<file path="src/rtl/instr_prefetch_ir_if.sv">
// Memory-to-prefetch fetch bus.
// Carries one instruction word per cycle under a valid/ready handshake.
//   D_MemData   fetched instruction word (memory -> queue)
//   D_MemValid  D_MemData is valid this cycle (memory -> queue)
//   D_MemReady  queue accepts a word this cycle (queue -> memory)
// Modports: master = memory side, slave = prefetch queue side.
interface instr_prefetch_ir_if #(
  parameter int unsigned IW = 16
);
  logic [IW-1:0] D_MemData;
  logic          D_MemValid;
  logic          D_MemReady;

  modport master (
    output D_MemData,
    output D_MemValid,
    input  D_MemReady
  );

  modport slave (
    input  D_MemData,
    input  D_MemValid,
    output D_MemReady
  );
endinterface

</file>
<file path="src/rtl/instr_prefetch_ir.sv">
// Instruction register fronted by a DEPTH-entry prefetch queue (16-bit multicycle core).
// Memory pushes words over mem_if; C_IRWrite pops the queue head into the IR, and the
// decoded fields are continuous slices of the IR. C_Flush drops every queued word.
// Optional feature macro: IRQ_BYPASS_EN -- when the queue is empty and a word arrives in
// the same cycle as C_IRWrite, the word goes straight into the IR instead of stalling.
// Ports:
//   clk, rst         clock, synchronous active-high reset
//   mem_if (slave)   D_MemData / D_MemValid in, D_MemReady out
//   C_IRWrite        pop queue head into IR
//   C_Flush          discard queued words (IR keeps its value)
//   C_IRStall        IRWrite requested but no word available
//   IRValid, QCount  IR-loaded flag, queue occupancy
//   OPCODE .. A_WriteRegRT_BT  decoded IR fields
module instr_prefetch_ir #(
  parameter  int unsigned IW    = 16,
  parameter  int unsigned DEPTH = 4,
  localparam int unsigned CNT_W = $clog2(DEPTH + 1)
) (
  input  logic             clk,
  input  logic             rst,
  instr_prefetch_ir_if.slave mem_if,
  input  logic             C_IRWrite,
  input  logic             C_Flush,
  output logic             C_IRStall,
  output logic             IRValid,
  output logic [CNT_W-1:0] QCount,
  output logic [3:0]       OPCODE,
  output logic [3:0]       FUNCFIELD,
  output logic [3:0]       A_ReadReg1RT,
  output logic [3:0]       A_ReadReg2RT,
  output logic [1:0]       A_Offset,
  output logic [1:0]       A_RegSWLW,
  output logic [3:0]       A_WriteRegRT_BT
);

  localparam int unsigned PTR_W = $clog2(DEPTH);

  logic [IW-1:0]    r_mem [DEPTH];
  logic [PTR_W-1:0] r_rd_ptr;
  logic [PTR_W-1:0] r_wr_ptr;
  logic [CNT_W-1:0] r_count;
  logic [IW-1:0]    r_ir;
  logic             r_ir_valid;

  logic w_full;
  logic w_empty;
  logic w_bypass;
  logic w_push;
  logic w_pop;

  assign w_full  = (r_count == CNT_W'(DEPTH));
  assign w_empty = (r_count == '0);

`ifdef IRQ_BYPASS_EN
  assign w_bypass = C_IRWrite && w_empty && mem_if.D_MemValid && !C_Flush;
`else
  assign w_bypass = 1'b0;
`endif

  // Ready comes from the registered count only: a full queue refuses a push even if
  // it is popped in the same cycle.
  assign mem_if.D_MemReady = !rst && !w_full;

  // A bypassed word is consumed by the IR, so it is not also written into the queue.
  assign w_push = mem_if.D_MemValid && !w_full && !w_bypass;
  assign w_pop  = C_IRWrite && !w_empty;

  assign C_IRStall = !rst && !C_Flush && C_IRWrite && w_empty && !w_bypass;

  // Storage array: data only, no reset needed; occupancy governs what is meaningful.
  always_ff @(posedge clk) begin
    if (!rst && !C_Flush && w_push) begin
      r_mem[r_wr_ptr] <= mem_if.D_MemData;
    end
  end

  always_ff @(posedge clk) begin
    if (rst) begin
      r_rd_ptr   <= '0;
      r_wr_ptr   <= '0;
      r_count    <= '0;
      r_ir       <= '0;
      r_ir_valid <= 1'b0;
    end else if (C_Flush) begin
      // Flush beats push and pop; IR is the instruction now executing and is kept.
      r_count  <= '0;
      r_rd_ptr <= r_wr_ptr;
    end else begin
      if (w_push) begin
        r_wr_ptr <= r_wr_ptr + PTR_W'(1);
      end
      if (w_pop) begin
        r_ir       <= r_mem[r_rd_ptr];
        r_rd_ptr   <= r_rd_ptr + PTR_W'(1);
        r_ir_valid <= 1'b1;
      end else if (w_bypass) begin
        r_ir       <= mem_if.D_MemData;
        r_ir_valid <= 1'b1;
      end
      unique case ({w_push, w_pop})
        2'b10:   r_count <= r_count + CNT_W'(1);
        2'b01:   r_count <= r_count - CNT_W'(1);
        default: r_count <= r_count;
      endcase
    end
  end

  assign IRValid = r_ir_valid;
  assign QCount  = r_count;

  assign OPCODE          = r_ir[15:12];
  assign FUNCFIELD       = r_ir[3:0];
  assign A_ReadReg1RT    = r_ir[7:4];
  assign A_ReadReg2RT    = r_ir[3:0];
  assign A_Offset        = r_ir[9:8];
  assign A_RegSWLW       = r_ir[11:10];
  assign A_WriteRegRT_BT = r_ir[11:8];

endmodule

</file>
<file path="src/flat_wrapper.sv">
// flat-port wrapper written by rule: the top's interface ports become plain ports
module instr_prefetch_ir_flat 
#(
  parameter  int unsigned IW    = 16,
  parameter  int unsigned DEPTH = 4,
  localparam int unsigned CNT_W = $clog2(DEPTH + 1)
)
  (clk, rst, C_IRWrite, C_Flush, C_IRStall, IRValid, QCount, OPCODE, FUNCFIELD, A_ReadReg1RT, A_ReadReg2RT, A_Offset, A_RegSWLW, A_WriteRegRT_BT, mem_if_D_MemData, mem_if_D_MemValid, mem_if_D_MemReady);
  instr_prefetch_ir_if #(.IW(IW)) mem_if_i ();
  input  logic clk;
  input  logic rst;
  input  logic C_IRWrite;
  input  logic C_Flush;
  output logic C_IRStall;
  output logic IRValid;
  output logic [CNT_W-1:0] QCount;
  output logic [3:0] OPCODE;
  output logic [3:0] FUNCFIELD;
  output logic [3:0] A_ReadReg1RT;
  output logic [3:0] A_ReadReg2RT;
  output logic [1:0] A_Offset;
  output logic [1:0] A_RegSWLW;
  output logic [3:0] A_WriteRegRT_BT;
  input wire logic [$bits(mem_if_i.D_MemData)-1:0] mem_if_D_MemData;
  input wire logic [$bits(mem_if_i.D_MemValid)-1:0] mem_if_D_MemValid;
  output wire logic [$bits(mem_if_i.D_MemReady)-1:0] mem_if_D_MemReady;
  assign mem_if_i.D_MemData = mem_if_D_MemData;
  assign mem_if_i.D_MemValid = mem_if_D_MemValid;
  assign mem_if_D_MemReady = mem_if_i.D_MemReady;
  instr_prefetch_ir #(.IW(IW), .DEPTH(DEPTH)) u_core (.clk(clk), .rst(rst), .mem_if(mem_if_i), .C_IRWrite(C_IRWrite), .C_Flush(C_Flush), .C_IRStall(C_IRStall), .IRValid(IRValid), .QCount(QCount), .OPCODE(OPCODE), .FUNCFIELD(FUNCFIELD), .A_ReadReg1RT(A_ReadReg1RT), .A_ReadReg2RT(A_ReadReg2RT), .A_Offset(A_Offset), .A_RegSWLW(A_RegSWLW), .A_WriteRegRT_BT(A_WriteRegRT_BT));
endmodule
</file>
<file path="config.mk">
export PLATFORM = sky130hd
export DESIGN_NAME = instr_prefetch_ir_flat
export DESIGN_NICKNAME = d
export VERILOG_FILES = /design/src/rtl/instr_prefetch_ir_if.sv /design/src/rtl/instr_prefetch_ir.sv /design/src/flat_wrapper.sv
export SDC_FILE = /design/constraint.sdc
export NUM_CORES = 1
export LEC_CHECK = 0
export CORE_MARGIN = 2
export CORE_UTILIZATION = 45
export DETAILED_ROUTE_END_ITERATION = 8
export PLACE_DENSITY = 0.77
export SKIP_LAST_GASP = 1
export SYNTH_ARGS = -nofsm -noshare
export SYNTH_HDL_FRONTEND = slang
export SYNTH_SLANG_ARGS = --single-unit
</file>
<file path="constraint.sdc">
create_clock -name clk -period 2.3 [get_ports clk]
set_input_delay 0.46 -clock clk [delete_from_list [all_inputs] [get_ports clk]]
set_output_delay 0.46 -clock clk [all_outputs]
set_load 0.03 [all_outputs]
</file>
==> report_table.html <==
<table>
<tr><th>Metric</th><th>Value</th></tr>
<tr><th colspan="2">Synth</th></tr>
<tr><td>Post-synth design cell area</td><td>0.003408 mm^2</td></tr>
<tr><td>Net count after synthesis</td><td>216</td></tr>
<tr><td>Most instantiated flip-flop cell in the synthesis netlist</td><td>sky130_fd_sc_hd__edfxtp_1</td></tr>
<tr><td>Yosys Warn Count</td><td>0</td></tr>
<tr><td>Part of the Yosys area used for sequential elements</td><td>70.48%</td></tr>
<tr><td>Post-synthesis async set-or-reset flop share</td><td>0%</td></tr>
<tr><td>Number of enable-type register cells in the synthesized netlist</td><td>64</td></tr>
<tr><td>Post-Synthesis Cells</td><td>189</td></tr>
<tr><td>Distinct cell type count of the synthesized netlist</td><td>36</td></tr>
<tr><td>Register bit count reported by yosys</td><td>88</td></tr>
<tr><td>Mean area per synthesized cell</td><td>18.03 um^2</td></tr>
<tr><th colspan="2">STA</th></tr>
<tr><td>Final slew viol count</td><td>0</td></tr>
<tr><td>Unrepaired setup endpoints after global routing</td><td>no</td></tr>
<tr><td>Clock tree skew after final layout</td><td>9.059 ps</td></tr>
<tr><td>Transition time at the pin with the least slew margin</td><td>546.4 ps</td></tr>
<tr><td>Fraction of the cycle the final worst path needs</td><td>93.60%</td></tr>
<tr><td>Upper clock frequency limit</td><td>464.5 MHz</td></tr>
<tr><td>Hold violation count in the final report</td><td>0</td></tr>
<tr><td>Fin crit period</td><td>2153 ps</td></tr>
<tr><td>Relative slew slack</td><td>63.49%</td></tr>
<tr><td>Final setup vio count</td><td>0</td></tr>
<tr><th colspan="2">Outcome</th></tr>
<tr><td>Run status</td><td>completed</td></tr>
<tr><th colspan="2">Job</th></tr>
<tr><td>Max cap viols</td><td>0</td></tr>
<tr><th colspan="2">Clocking</th></tr>
<tr><td>Clock-pin slew of the registers on the worst-case setup and hold paths</td><td>80 ps</td></tr>
<tr><td>Clk sinks</td><td>88</td></tr>
<tr><td>Cts-stage hold buffer count</td><td>0</td></tr>
<tr><td>Clock Root Buffer</td><td>sky130_fd_sc_hd__clkbuf_8</td></tr>
<tr><td>Number of buffers added by the clock tree synthesis step</td><td>9</td></tr>
<tr><td>CTS H-tree lvls</td><td>3</td></tr>
<tr><td>Resized Gates After CTS</td><td>0</td></tr>
<tr><td>Buffer depth of the longest clock path</td><td>2</td></tr>
<tr><td>Clock tree from TritonCTS</td><td>yes</td></tr>
<tr><td>Number of buffers inserted to repair setup after CTS</td><td>0</td></tr>
<tr><td>Worst-skew pair later-pin latency</td><td>350 ps</td></tr>
<tr><th colspan="2">Min path</th></tr>
<tr><td>Cell depth of the worst hold path</td><td>1</td></tr>
<tr><td>Path class of the lowest-slack min-delay path</td><td>reg2reg</td></tr>
<tr><td>Startpoint of the tightest hold check path</td><td>u_core.r_ir[4]$_SDFFE_PP0P_</td></tr>
<tr><td>Hold endpoint</td><td>u_core.r_ir[4]$_SDFFE_PP0P_</td></tr>
<tr><th colspan="2">Global routing</th></tr>
<tr><td>GRT Util Overall</td><td>15.61%</td></tr>
<tr><td>Vias in the first global route</td><td>1,941</td></tr>
<tr><td>Pin count of the biggest net entering global routing</td><td>17</td></tr>
<tr><td>Antenna violations before repair</td><td>0</td></tr>
<tr><td>Total gr overflow</td><td>0</td></tr>
<tr><td>First-pass GRT wire length</td><td>9522 um</td></tr>
<tr><th colspan="2">Final layout</th></tr>
<tr><td>Post-layout net count</td><td>275</td></tr>
<tr><td>Count of inserted antenna diode cells</td><td>0</td></tr>
<tr><td>Fraction of layout instances using a drive strength above 1</td><td>20.55%</td></tr>
<tr><td>Area grow syn2layout</td><td>25.22%</td></tr>
<tr><td>Finished layout cell area</td><td>0.004268 mm^2</td></tr>
<tr><td>Highest-count cells in the layout ignoring fill and taps</td><td>64 x sky130_fd_sc_hd__edfxtp_1, 48 x sky130_fd_sc_hd__clkdlybuf4s50_1, 24 x sky130_fd_sc_hd__dfxtp_1</td></tr>
<tr><td>Most common cell after layout, fill and taps aside</td><td>sky130_fd_sc_hd__edfxtp_1</td></tr>
<tr><td>Fillers</td><td>586</td></tr>
<tr><th colspan="2">Route</th></tr>
<tr><td>Vias per Instance</td><td>5.091</td></tr>
<tr><td>DRT Pass-1 Iters</td><td>4</td></tr>
<tr><td>DRC violations left</td><td>0</td></tr>
<tr><td>Iteration-0 DRC Markers</td><td>65</td></tr>
<tr><td>Number of nets still failing antenna checks after routing</td><td>0</td></tr>
<tr><td>Routed WL per cell</td><td>17.01 um</td></tr>
<tr><td>Total Routed Length</td><td>5988 um</td></tr>
<tr><td>Total via count in the routed design</td><td>1,792</td></tr>
<tr><th colspan="2">Placement</th></tr>
<tr><td>Number of port buffers</td><td>50</td></tr>
<tr><td>Post-place instance area</td><td>0.004008 mm^2</td></tr>
<tr><td>Post-DP HPWL</td><td>3884 um</td></tr>
<tr><td>Weighted congestion reported at the end of routability-driven placement</td><td>0.7301</td></tr>
<tr><th colspan="2">Worst setup path</th></tr>
<tr><td>Critical path type</td><td>reg2reg</td></tr>
<tr><td>Cells on worst reg2reg path</td><td>8</td></tr>
<tr><td>Critical Path End Type</td><td>flop</td></tr>
<tr><td>Arrival time of data at the critical path endpoint</td><td>2430 ps</td></tr>
<tr><td>Internal reg-to-reg setup slack</td><td>150 ps</td></tr>
<tr><td>Terminus of the critical flop-to-flop path</td><td>u_core.QCount[2]$_SDFFE_PP0P_</td></tr>
<tr><td>Data required time at the worst endpoint</td><td>2580 ps</td></tr>
<tr><td>CP max FO</td><td>6</td></tr>
<tr><td>Beginning of the worst register-to-register path</td><td>u_core.QCount[1]$_SDFFE_PP0P_</td></tr>
<tr><td>Startpoint types</td><td>flop</td></tr>
<tr><th colspan="2">Die</th></tr>
<tr><td>Count of boundary I/O pins</td><td>51</td></tr>
<tr><td>Core area</td><td>0.007292 mm^2</td></tr>
<tr><td>Area of the die</td><td>0.008286 mm^2</td></tr>
<tr><td>Initial Utilization</td><td>46.74%</td></tr>
<tr><td>Std-Cell Rows</td><td>31</td></tr>
<tr><td>Overall die width</td><td>91.03 um</td></tr>
<tr><td>Die outline height</td><td>91.03 um</td></tr>
<tr><th colspan="2">Power and ir drop</th></tr>
<tr><td>Maximum resistive drop on vdd</td><td>0.4276 mV</td></tr>
<tr><td>Total power</td><td>3.347 mW</td></tr>
<tr><td>Leakage power</td><td>1.458 nW</td></tr>
<tr><td>Power per cell area</td><td>784.3 mW/mm^2</td></tr>
</table>
## cell type report
type	count	area (um^2)	share of cell area (%)
sequential	88	2402	56.29
multi-input combinational	77	843.3	19.76
tap	99	123.9	2.902
clock inverter	5	128.9	3.020
inverter	6	22.52	0.5277
clock buffer	11	131.4	3.078
timing repair buffer	66	615.6	14.42
## through the flow
| step | instances | hold slack (ps) | utilization, % | setup WS, ps | TNS [ps] |
|---|---|---|---|---|---|
| 6_report | 352 | 483.7 | 58.53 | 147.1 | 0 |
| 5_1_grt | 352 | 515.3 | 58.53 | 14.82 | 0 |
| 4_1_cts | 352 | 490.1 | 58.53 | 132.9 | 0 |
| 3_5_place_dp | 336 | 467.2 | 54.96 | -116.6 | -116.6 |
| 3_3_place_gp | 336 | 455.3 | 54.96 | -27.87 | -27.87 |
| 2_1_floorplan | 189 | 482.0 | - | 54.60 | 0 |
## Yosys cell counts (2+ instances only)
cell / instances / share of area, %
sky130_fd_sc_hd__a21oi_1: 4 / 0.59
sky130_fd_sc_hd__a22o_1: 15 / 3.9
sky130_fd_sc_hd__and2_1: 4 / 0.73
sky130_fd_sc_hd__buf_4: 12 / 2.6
sky130_fd_sc_hd__buf_6: 2 / 0.66
sky130_fd_sc_hd__clkbuf_1: 2 / 0.22
sky130_fd_sc_hd__dfxtp_1: 24 / 14
sky130_fd_sc_hd__edfxtp_1: 64 / 56
sky130_fd_sc_hd__ha_1: 5 / 1.8
sky130_fd_sc_hd__inv_1: 6 / 0.66
sky130_fd_sc_hd__mux4_2: 16 / 11
sky130_fd_sc_hd__nand2b_1: 3 / 0.55
sky130_fd_sc_hd__nor2_1: 6 / 0.66
sky130_fd_sc_hd__nor3_1: 2 / 0.29
sky130_fd_sc_hd__nor3b_1: 2 / 0.44
sky130_fd_sc_hd__xor2_1: 2 / 0.51
## sequential cells by signal, indices dropped and copies added (netlist names)
register	count
u_core.r_mem	64
u_core.r_ir	16
u_core.QCount	3
u_core.r_rd_ptr	2
u_core.r_wr_ptr	2
u_core.IRValid	1
## layer usage
| layer | GRT usage (%) | part of all wire (%) |
|---|---|---|
| met5 | 0 | 0 |
| met4 | 5.682 | 1.2 |
| met3 | 4.896 | 5.0 |
| met2 | 27.84 | 52 |
| met1 | 17.52 | 42 |
## critical path, cell delays in order (launching register included)
cell                       delay [ps]
sky130_fd_sc_hd__dfxtp_1          370
sky130_fd_sc_hd__nor3b_1          350
sky130_fd_sc_hd__nand2b_1         160
sky130_fd_sc_hd__ha_1             160
sky130_fd_sc_hd__inv_1             50
sky130_fd_sc_hd__fa_1             370
sky130_fd_sc_hd__xor2_1           160
sky130_fd_sc_hd__or3_1            300
sky130_fd_sc_hd__a21boi_0         170
## how the worst max path moves through the flow
stage,endpoint,from,slack [ps]
floorplan,u_core.QCount[2]$_SDFFE_PP0P_,u_core.QCount[2]$_SDFFE_PP0P_,50
global placement,u_core.QCount[2]$_SDFFE_PP0P_,C_IRWrite,-30
detailed placement,u_core.QCount[2]$_SDFFE_PP0P_,C_IRWrite,-120
CTS,u_core.QCount[2]$_SDFFE_PP0P_,u_core.QCount[1]$_SDFFE_PP0P_,130
global route,u_core.QCount[2]$_SDFFE_PP0P_,u_core.QCount[1]$_SDFFE_PP0P_,10
finish,u_core.QCount[2]$_SDFFE_PP0P_,u_core.QCount[1]$_SDFFE_PP0P_,150
## where the power goes
part / internal (mW) / switching (mW) / total [mW]
clock network: 0.834 / 0.513 / 1.35
registers: 1.73 / 0.0149 / 1.74
logic: 0.130 / 0.129 / 0.259
## kinds of logic (layout without fill, tap and decap cells)
group / count (synthesis) / in the layout / share of synthesized area [%]
multiplexers: 18 / 18 / 11.20
flip-flops: 88 / 88 / 70.48
AO/OA/AOI/OAI: 26 / 26 / 6.315
adder cells (fa/ha/maj): 6 / 6 / 2.423
buffers and inverters: 24 / 88 / 4.772
XOR/XNOR: 3 / 3 / 0.7711
AND/OR/NAND/NOR: 24 / 24 / 4.038
(Power assumes the default switching activity.)
